<file path="config.mk">
export PLATFORM = sky130hd
export DESIGN_NAME = dma_reg_arbiter
export DESIGN_NICKNAME = d
export VERILOG_FILES = /design/src/rtl/dma_reg_arbiter.sv
export SDC_FILE = /design/constraint.sdc
export NUM_CORES = 1
export LEC_CHECK = 0
export ABC_AREA = 1
export BUFFER_PORTS_ARGS = -buffer_cell sky130_fd_sc_hd__buf_2
export CAP_MARGIN = 20
export CELL_PAD_IN_SITES_DETAIL_PLACEMENT = 1
export CELL_PAD_IN_SITES_GLOBAL_PLACEMENT = 2
export CORE_MARGIN = 2
export CORE_UTILIZATION = 22
export CTS_CLUSTER_SIZE = 8
export DETAILED_ROUTE_END_ITERATION = 10
export GPL_TIMING_DRIVEN = 0
export PLACE_DENSITY_LB_ADDON = 0.1
export REMOVE_ABC_BUFFERS = 1
export SETUP_SLACK_MARGIN = 0.4
export SLEW_MARGIN = 0
export SYNTH_ARGS = -nofsm -noshare
export SYNTH_HDL_FRONTEND = slang
export SYNTH_SLANG_ARGS = --single-unit
</file>
<file path="constraint.sdc">
create_clock -name clk -period 3.26 [get_ports clk]
set_input_delay 0.652 -clock clk [delete_from_list [all_inputs] [get_ports clk]]
set_output_delay 0.652 -clock clk [all_outputs]
set_load 0.1 [all_outputs]
</file>
<file path="src/rtl/dma_reg_arbiter.sv">
// dma_reg_arbiter: round-robin arbiter sharing one DMA register-access bus
// among NUM_REQ requesters. One transaction outstanding at a time; writes
// complete one cycle after the bus strobe, reads RD_LAT cycles after that.
`timescale 1ns/1ps
module dma_reg_arbiter #(
   parameter int NUM_REQ = 4,
   parameter int RD_LAT  = 1
) (
   input  logic                  clk,
   input  logic                  reset,
   input  logic [NUM_REQ-1:0]    req_valid,
   input  logic [NUM_REQ-1:0]    req_wr_en,
   input  logic [NUM_REQ*32-1:0] req_addr,
   input  logic [NUM_REQ*32-1:0] req_wdata,
   output logic [NUM_REQ-1:0]    req_ready,
   output logic [NUM_REQ-1:0]    rsp_valid,
   output logic [31:0]           rsp_rdata,
   output logic [31:0]           addr,
   output logic                  wr_en,
   output logic                  valid,
   output logic [31:0]           wdata,
   input  logic [31:0]           rdata
);

   localparam int IDX_W = $clog2(NUM_REQ);
   localparam int CNT_W = 3;

   typedef enum logic [1:0] {IDLE, ISSUE, WAIT_RD} state_e;

   state_e                 state_q, state_d;
   logic [IDX_W-1:0]       last_q, last_d;
   logic [CNT_W-1:0]       cnt_q, cnt_d;
   logic [31:0]            addr_q, addr_d;
   logic [31:0]            wdata_q, wdata_d;
   logic                   wr_q, wr_d;
   logic                   valid_q, valid_d;
   logic [NUM_REQ-1:0]     rsp_valid_q, rsp_valid_d;
   logic [31:0]            rsp_rdata_q, rsp_rdata_d;

   logic [NUM_REQ-1:0][31:0] addr_a, wdata_a;
   logic [IDX_W-1:0]       win, cand;
   logic                   found;

   assign addr_a  = req_addr;
   assign wdata_a = req_wdata;

   // Round-robin search starting just after the last winner, so the most
   // recent winner is always examined last.
   always_comb begin
      found = 1'b0;
      win   = last_q;
      cand  = '0;
      for (int k = 1; k <= NUM_REQ; k++) begin
         cand = IDX_W'((int'(last_q) + k) % NUM_REQ);
         if (!found && req_valid[cand]) begin
            found = 1'b1;
            win   = cand;
         end
      end
   end

   // Next-state and output decode; last_q doubles as the owner of the
   // outstanding transaction since it only changes on a new grant.
   always_comb begin
      state_d     = state_q;
      last_d      = last_q;
      cnt_d       = cnt_q;
      addr_d      = addr_q;
      wdata_d     = wdata_q;
      wr_d        = wr_q;
      valid_d     = 1'b0;
      rsp_valid_d = '0;
      rsp_rdata_d = rsp_rdata_q;
      req_ready   = '0;
      unique case (state_q)
         IDLE: begin
            if (found) begin
               req_ready[win] = 1'b1;
               addr_d         = addr_a[win];
               wdata_d        = wdata_a[win];
               wr_d           = req_wr_en[win];
               valid_d        = 1'b1;
               last_d         = win;
               state_d        = ISSUE;
            end
         end
         ISSUE: begin
            if (wr_q) begin
               rsp_valid_d[last_q] = 1'b1;
               rsp_rdata_d         = '0;
               state_d             = IDLE;
            end else begin
               cnt_d   = CNT_W'(RD_LAT);
               state_d = WAIT_RD;
            end
         end
         WAIT_RD: begin
            cnt_d = cnt_q - 1'b1;
            if (cnt_q == CNT_W'(1)) begin
               rsp_rdata_d         = rdata;
               rsp_valid_d[last_q] = 1'b1;
               state_d             = IDLE;
            end
         end
         default: state_d = IDLE;
      endcase
   end

   // State and bus registers; reset drops any in-flight transaction.
   always_ff @(posedge clk or negedge reset) begin
      if (!reset) begin
         state_q     <= IDLE;
         last_q      <= IDX_W'(NUM_REQ - 1);
         cnt_q       <= '0;
         addr_q      <= '0;
         wdata_q     <= '0;
         wr_q        <= 1'b0;
         valid_q     <= 1'b0;
         rsp_valid_q <= '0;
         rsp_rdata_q <= '0;
      end else begin
         state_q     <= state_d;
         last_q      <= last_d;
         cnt_q       <= cnt_d;
         addr_q      <= addr_d;
         wdata_q     <= wdata_d;
         wr_q        <= wr_d;
         valid_q     <= valid_d;
         rsp_valid_q <= rsp_valid_d;
         rsp_rdata_q <= rsp_rdata_d;
      end
   end

   assign addr      = addr_q;
   assign wdata     = wdata_q;
   assign wr_en     = wr_q;
   assign valid     = valid_q;
   assign rsp_valid = rsp_valid_q;
   assign rsp_rdata = rsp_rdata_q;

   // Requests must be held until accepted; grants and completions are one-hot.
   for (genvar i = 0; i < NUM_REQ; i++) begin : g_chk
      a_hold: assert property (@(posedge clk) disable iff (!reset)
         req_valid[i] && !req_ready[i] |=> req_valid[i]);
   end
   a_rdy_1hot: assert property (@(posedge clk) disable iff (!reset) $onehot0(req_ready));
   a_rsp_1hot: assert property (@(posedge clk) disable iff (!reset) $onehot0(rsp_valid));

endmodule

</file>
==> out/results.tsv, run 1 <==
stage	metric	value	unit
drt	route.detailed.drc	0	
drt	routed_wirelength	41.0	mm
floorplanning	dieArea	0.0357	mm²
setup_path	timing.critical_path.from_type	register	
synth	ys_seq_area_share	36.3	%
setup_path	worst_path_dominant_cell_family	simple AND/OR/NAND/NOR gates	
global_routing	grt_start_max_net_pins	61	
setup_path	worst_ep_required_time	2.61	ns
timing	worst-slew-pin-transition	0.783	ns
clock_network	clkSlewWorstSetupHoldPaths	0.08	ns
floorplanning	floorplan.initialDensity	22.4	%
cells_and_area	nets	1883	
synth	post_synth_and_or_nand_nor_area_fraction	43.1	%
timing	layout_worst_path_cycle_share	99.1	%
synth	synth_adder_area_share	1.66	%
timing	clock-skew-final	0.00776	ns
global_routing	global_route.usage.total	22.1	%
floorplanning	pin_count	404	
synth	ys_top_cells_by_area	sky130_fd_sc_hd__dfrtp_1 (36%), sky130_fd_sc_hd__nand2_1 (17%), sky130_fd_sc_hd__nand3_1 (17%)	
global_routing	sum_of_overflow_across_all_layers_after_global_routing	0	
timing	layout_min_cycle_time	3.23	ns
timing	final_critical_path_setup_slack	0.0293	ns
synth	netlist.area_leader.share	35.6	%
clock_network	cts_made_buffers	9	
global_routing	first_global_vias	9463	
placed_design	port_buffers	403	
timing	report.final.setup_viol	0	
drt	dr.first_iter.drc_count	408	
floorplanning	core_area	0.0336	mm²
synth	synth_area_leader_cell	sky130_fd_sc_hd__dfrtp_1	
outcome	outcome	finished clean	
drt	detail_route.wl_per_cell	20.2	µm
clock_network	cts_tree	done	
timing	clock.fmax	310	MHz
floorplanning	die_width	189	µm
floorplanning	die_height	189	µm
setup_path	max_stage_delay	0.59	ns
clock_network	clock-sinks	109	
drt	drt-vias-per-instance	4.49	
global_routing	first_pass_grt_wire_length	59.1	mm
setup_path	cp_max_fo	7	
synth	synth.area.mux_share	0	%
placed_design	place_ws	-1.54	ns
job	drv_cap	0	
synth	yosys.area_share.xor_xnor	0	%
setup_path	critical-path-slowest-cell	sky130_fd_sc_hd__dfstp_2	
placed_design	post_detailed_placement_half_perimeter_wirelength	24.5	mm
clock_network	clock_tree.buffer_depth	2	
setup_path	worstSetupPathType	register to output pin	
setup_path	reg2reg_setup_slack	0.49	ns
clock_network	h-tree-depth	3	
synth	synthFlopType	sky130_fd_sc_hd__dfrtp_1	
setup_path	worstPathBufferInverterCount	5	
drt	routed-via-count	9141	
synth	avgSynthCellArea	6.55	µm²
timing	timing_max_transition_violations_final	0	
synth	synth-edff-count	0	
synth	mapped_cell_area	0.00752	mm²
synth	yosys.cell_types.count	31	
drt	drtAntennaViolNets	0	
cells_and_area	area_delta_synth_final	50.8	%
placed_design	place_area	0.00996	mm²
cells_and_area	fill_cell_count	4310	
setup_path	most_frequent_cell_on_the_critical_path	sky130_fd_sc_hd__nand2_4	
timing	grt_setup_unrepaired	true	
setup_path	critical_path.cell_chain	inv_6, ha_4, inv_4, nand3_2, nand2_4, nand3_4, o21ai_4, nand2_4, buf_4, buf_6, nor2_4, buf_12	
clock_network	worstSkewPairLatency	0.37	ns
clock_network	clockRootBuffer	sky130_fd_sc_hd__clkbuf_16	
global_routing	grt_antenna_before_repair	13	
cells_and_area	layout.cell_area.non_filler	0.0113	mm²
worst_hold_path	min_path_type	input port to async pin	
synth	synth-compound-area-share	3.03	%
floorplanning	floorplan.rows	67	
synth	synth.most_common_cell	sky130_fd_sc_hd__nand2_1	
synth	number_of_flip_flops_and_latches_in_the_synthesized_netlist	109	
clock_network	hold_buffer_count_at_cts	0	
timing	timing_hold_violations_final	0	
placed_design	globalplace.congestion	0.763	
cells_and_area	drive_above_1_share	34.4	%
timing	worst_slew_margin_rel	47.7	%
synth	post_synth_most_frequent_cells	sky130_fd_sc_hd__nand2_1 (344), sky130_fd_sc_hd__nand3_1 (257), sky130_fd_sc_hd__inv_1 (215)	
synth	synth_top_family_by_area	simple AND/OR/NAND/NOR gates	
drt	dr.pass1.iters	4	
synth	synth_async_reset_ratio	100	%
synth	number_of_warnings_issued_by_yosys	0	
setup_path	worstSetupEndpointType	output pin	
synth	synth_cells	1148	
setup_path	critical_path_arrival	2.58	ns
-- path summary, 6_finish.rpt --
kind                           start           end  depth (start not counted)
max                        last_q[0]  req_ready[3]                         12
min                            reset  rsp_valid[2]                          1
max reg2reg                last_q[0]      addr[14]                         16
min reg2reg                 wdata[3]      wdata[3]                          2
max in group asynchronous      reset  rsp_rdata[0]                          2
min in group clk            wdata[3]      wdata[3]                          2
-- per-stage QoR --
step	utilization, %	TNS [ns]	hold slack, ns	instances
floorplan	-	-16.22	0.356	1080
global placement	28.9	-230.55	0.460	1931
detailed placement	29.6	-46.26	0.463	1939
CTS	32.7	0	0.244	2000
global route	33.7	-0.199	0.254	2032
finish	33.7	0	0.227	2035
-- cell type report --
type                            count  area [µm²]  share of cell area [%]
Tap cell                          448         561                    4.94
Clock buffer                       10         229                    2.02
Inverter                          218         852                    7.51
Sequential cell                   109        2730                    24.1
Multi-Input combinational cell    766        4020                    35.4
Timing Repair inverter              1        8.76                  0.0772
Antenna cell                        7        17.5                   0.154
Timing Repair Buffer              470        2850                    25.2
Clock inverter                      6        71.3                   0.629
-- sequential cells by signal, indices dropped and copies added, names as in the netlist --
name	cells
addr	32
rsp_valid	4
wdata	32
valid	1
rsp_rdata	32
cnt_q	3
last_q	2
state_q	2
wr_en	1
-- cells in the final DEF (no fill, tap or decap), types with 3 or more instances in the layout --
cell type / synthesis / final
sky130_fd_sc_hd__buf_2: 26 / 398
sky130_fd_sc_hd__nand2_1: 344 / 337
sky130_fd_sc_hd__nand3_1: 257 / 255
sky130_fd_sc_hd__inv_1: 215 / 212
sky130_fd_sc_hd__dfrtp_1: 107 / 107
sky130_fd_sc_hd__buf_4: 15 / 46
sky130_fd_sc_hd__or2_1: 41 / 41
sky130_fd_sc_hd__o21ai_0: 39 / 39
sky130_fd_sc_hd__nand3b_1: 22 / 22
sky130_fd_sc_hd__nand2_4: 2 / 14
sky130_fd_sc_hd__clkbuf_16: 0 / 11
sky130_fd_sc_hd__nand2_8: 0 / 8
sky130_fd_sc_hd__nor2_4: 2 / 8
sky130_fd_sc_hd__ha_1: 10 / 8
sky130_fd_sc_hd__buf_16: 0 / 8
sky130_fd_sc_hd__buf_6: 4 / 8
sky130_fd_sc_hd__diode_2: 0 / 7
sky130_fd_sc_hd__buf_12: 0 / 7
sky130_fd_sc_hd__nor2_1: 13 / 5
sky130_fd_sc_hd__inv_6: 1 / 3
sky130_fd_sc_hd__nand2_2: 7 / 3
sky130_fd_sc_hd__nand3_4: 1 / 3
sky130_fd_sc_hd__nand4_4: 1 / 3
sky130_fd_sc_hd__nor2_2: 0 / 3
sky130_fd_sc_hd__a21oi_1: 3 / 3
-- logic make-up (layout without fill, tap and decap cells) --
logic type                 Yosys count  count (layout)
AOI/OAI and AO/OA                   45              45
adders and majority gates           10              10
buffers and inverters              286             705
DFF                                109             109
other                                0               7
and+or+nand+nor                    698             711
-- routing by layer --
| metal | vias to the layer above | share of wire [%] | track usage, % |
|---|---|---|---|
| met1 | 4342 | 42 | 27.1 |
| met4 | 14 | 1.8 | 6.31 |
| met3 | 49 | 7.8 | 6.65 |
| met5 | - | 0.16 | 0 |
| met2 | 316 | 48 | 37.5 |
| li1 | 4420 | - | - |
-- timing repair --
action / 4_1_cts / 5_1_grt
gates cloned: 13 / 5
gates resized for setup: 70 / 14
endpoints found under the hold margin: 0 / 0
pin swaps: 18 / 18
setup buffers: 32 / 23
setup endpoints to repair: 93 / 64
Power of run 1 is left out: the tool's default activity adds up to more than one toggle a clock period on the data nets, which glitch-free logic cannot reach.
==> inputs of run 2 (changes only) <==
REMOVE_ABC_BUFFERS = not set   (was 1)
==> run 2 against run 1 <==
Against the previous run: the flow now finishes with violations (setup timing); critical path depth grew 1; wire length shrank 15%; core utilization shrank 0.93 points; first-iteration DRC count shrank 16%; die area is the same; setup slack lost 0.063 ns; critical endpoint is now req_ready[0].
==> out/results.tsv, run 2 (synthesis gave the netlist of run 1 again) <==
stage	metric	value	unit
clock_network	clock_tree.buffer_depth	2	
cells_and_area	instances_no_fill	2053	
timing	report.final.setup_viol	1	
drt	routed_wirelength	34.7	mm
job	drv_cap	0	
setup_path	worstSetupPathType	register to output pin	
global_routing	first_global_vias	9483	
setup_path	path_depth	13	
setup_path	critical_path.cell_chain	buf_8, inv_8, ha_4, inv_4, nand3_4, nand2_4, nor2_1, nor2_1, nand2_1, nand2_4, buf_6, nor3_4, buf_12	
floorplanning	die_height	189	µm
drt	routed-via-count	8854	
drt	route.detailed.drc	0	
clock_network	worstSkewPairLatency	0.38	ns
clock_network	cts_tree	done	
timing	worst_slew_margin_rel	63.6	%
setup_path	worst_ep_required_time	2.61	ns
drt	drt-vias-per-instance	4.31	
drt	detail_route.wl_per_cell	16.9	µm
setup_path	worst_path_dominant_cell_family	simple AND/OR/NAND/NOR gates	
cells_and_area	area_delta_synth_final	46.6	%
timing	layout_worst_path_cycle_share	101	%
placed_design	post_detailed_placement_half_perimeter_wirelength	27.1	mm
drt	dr.first_iter.drc_count	342	
timing	final_critical_path_setup_slack	-0.0337	ns
setup_path	r2r_cells	16	
timing	layout_min_cycle_time	3.29	ns
timing	clock-skew-final	0.0105	ns
timing	grt_setup_unrepaired	true	
clock_network	h-tree-depth	3	
floorplanning	floorplan.rows	67	
timing	timing_hold_violations_final	0	
global_routing	grt_start_max_net_pins	71	
worst_hold_path	min_path_type	input port to async pin	
setup_path	worstPathBufferInverterCount	5	
drt	dr.pass1.iters	4	
floorplanning	core_area	0.0336	mm²
synth	synth_fp_nets	1456	
global_routing	first_pass_grt_wire_length	53.5	mm
cells_and_area	mostFrequentLayoutCells	sky130_fd_sc_hd__buf_2 (418), sky130_fd_sc_hd__nand2_1 (339), sky130_fd_sc_hd__nand3_1 (253)	
floorplanning	floorplan.initialDensity	22.4	%
setup_path	worstSetupEndpointType	output pin	
clock_network	clock-sinks	109	
outcome	outcome	finished with violations	
setup_path	max_stage_delay	0.56	ns
clock_network	clockRootBuffer	sky130_fd_sc_hd__clkbuf_16	
floorplanning	pin_count	404	
drt	drtAntennaViolNets	0	
cells_and_area	fill_cell_count	4438	
setup_path	critical-path-slowest-cell	sky130_fd_sc_hd__dfstp_2	
cells_and_area	final_common_cell	sky130_fd_sc_hd__buf_2	
global_routing	grt_antenna_before_repair	13	
floorplanning	die_width	189	µm
clock_network	clkSlewWorstSetupHoldPaths	0.09	ns
clock_network	hold_buffer_count_at_cts	0	
outcome	failing_checks	setup timing	
setup_path	timing.critical_path.from_type	register	
floorplanning	dieArea	0.0357	mm²
clock_network	cts_made_buffers	9	
global_routing	sum_of_overflow_across_all_layers_after_global_routing	0	
global_routing	global_route.usage.total	19.5	%
setup_path	cp_max_fo	10	
cells_and_area	drive_above_1_share	33.6	%
placed_design	place.detailed.instances	2000	
setup_path	critical_path_arrival	2.64	ns
timing	timing_max_transition_violations_final	0	
timing	worst-slew-pin-transition	0.550	ns
cells_and_area	nets	1900	
placed_design	globalplace.congestion	0.825	
placed_design	port_buffers	403	
timing	clock.fmax	304	MHz
==> run 2: cell count changes in the layout (fill, tap and decap cells not counted), moves of 3 or more <==
| cell | previous run | this run |
|---|---|---|
| sky130_fd_sc_hd__nor2_2 | 3 | 0 |
| sky130_fd_sc_hd__nor2_1 | 5 | 9 |
| sky130_fd_sc_hd__inv_8 | 1 | 5 |
| sky130_fd_sc_hd__buf_16 | 8 | 1 |
| sky130_fd_sc_hd__clkbuf_1 | 1 | 15 |
| sky130_fd_sc_hd__nand2_8 | 8 | 2 |
| sky130_fd_sc_hd__buf_2 | 398 | 418 |
| sky130_fd_sc_hd__nand2_4 | 14 | 10 |
| sky130_fd_sc_hd__buf_1 | 0 | 6 |
| sky130_fd_sc_hd__buf_4 | 46 | 40 |
==> run 2: area by class of cell <==
cell class                      count  area (µm²)  area share [%]
Antenna cell                        8        20.0           0.182
Buffer                             68         439            3.98
Clock buffer                        9         225            2.04
Clock inverter                      7        77.6           0.703
Inverter                          218         846            7.67
Multi-Input combinational cell    753        3770            34.2
Sequential cell                   109        2730            24.8
Tap cell                          448         561            5.08
Timing Repair Buffer              433        2360            21.4
==> run 2: through the flow <==
step                      utilization, %  setup WS (ns)  hold WS, ns  TNS [ns]  cell area (µm²)
after floorplan                        -        -0.0228        0.356   -0.0228             7640
after global placement              30.4         -0.394        0.460    -29.60            10200
after detailed placement            30.5         -0.410        0.462    -0.858            10300
after CTS                           32.4        -0.0481        0.211    -0.128            10900
after global routing                32.8         -0.136        0.224    -0.460            11000
final                               32.8        -0.0337        0.199   -0.0337            11000
==> run 2: worst register-to-register path, cell delays in order, from the launching register on <==
cell and delay (ns):
sky130_fd_sc_hd__dfstp_2 0.56, sky130_fd_sc_hd__buf_8 0.11, sky130_fd_sc_hd__inv_8 0.03, sky130_fd_sc_hd__ha_4 0.24, sky130_fd_sc_hd__inv_4 0.08, sky130_fd_sc_hd__nand3_4 0.08, sky130_fd_sc_hd__nand2_4 0.12, sky130_fd_sc_hd__inv_8 0.05
sky130_fd_sc_hd__buf_4 0.14, sky130_fd_sc_hd__buf_4 0.13, sky130_fd_sc_hd__nand4_4 0.12, sky130_fd_sc_hd__clkbuf_1 0.44, sky130_fd_sc_hd__nand3_1 0.15, sky130_fd_sc_hd__nand3_1 0.12, sky130_fd_sc_hd__nand2_1 0.08, sky130_fd_sc_hd__nand2_1 0.06
sky130_fd_sc_hd__nand2_1 0.06
==> run 2: layer usage <==
layer / vias up / GRT usage [%] / wire length [µm]
met2: 235 / 33.3 / 16800
met1: 4145 / 23.7 / 14800
met4: 10 / 5.98 / 728
li1: 4422 / - / -
met5: - / 0 / 53
met3: 42 / 5.45 / 2250
==> run 2: final timing paths <==
| check | slack, ns | end | start |
|---|---|---|---|
| max | -0.03 | req_ready[0] | last_q[0] |
| max reg2reg | 0.57 | addr[16] | last_q[0] |
| min | 0.20 | wdata[25] | reset |
| min in group clk | 0.48 | wdata[21] | wdata[21] |
| max in group asynchronous | 2.32 | wdata[0] | reset |
| min reg2reg | 0.48 | wdata[21] | wdata[21] |
==> run 2: timing repair <==
item                                    4_1_cts  5_1_grt
endpoints found under the setup margin        4       32
pin swaps                                    13       11
gates cloned                                  0        0
setup buffers                                25        4
gates resized for setup                      39       21
Power of run 2 is left out for the same reason.
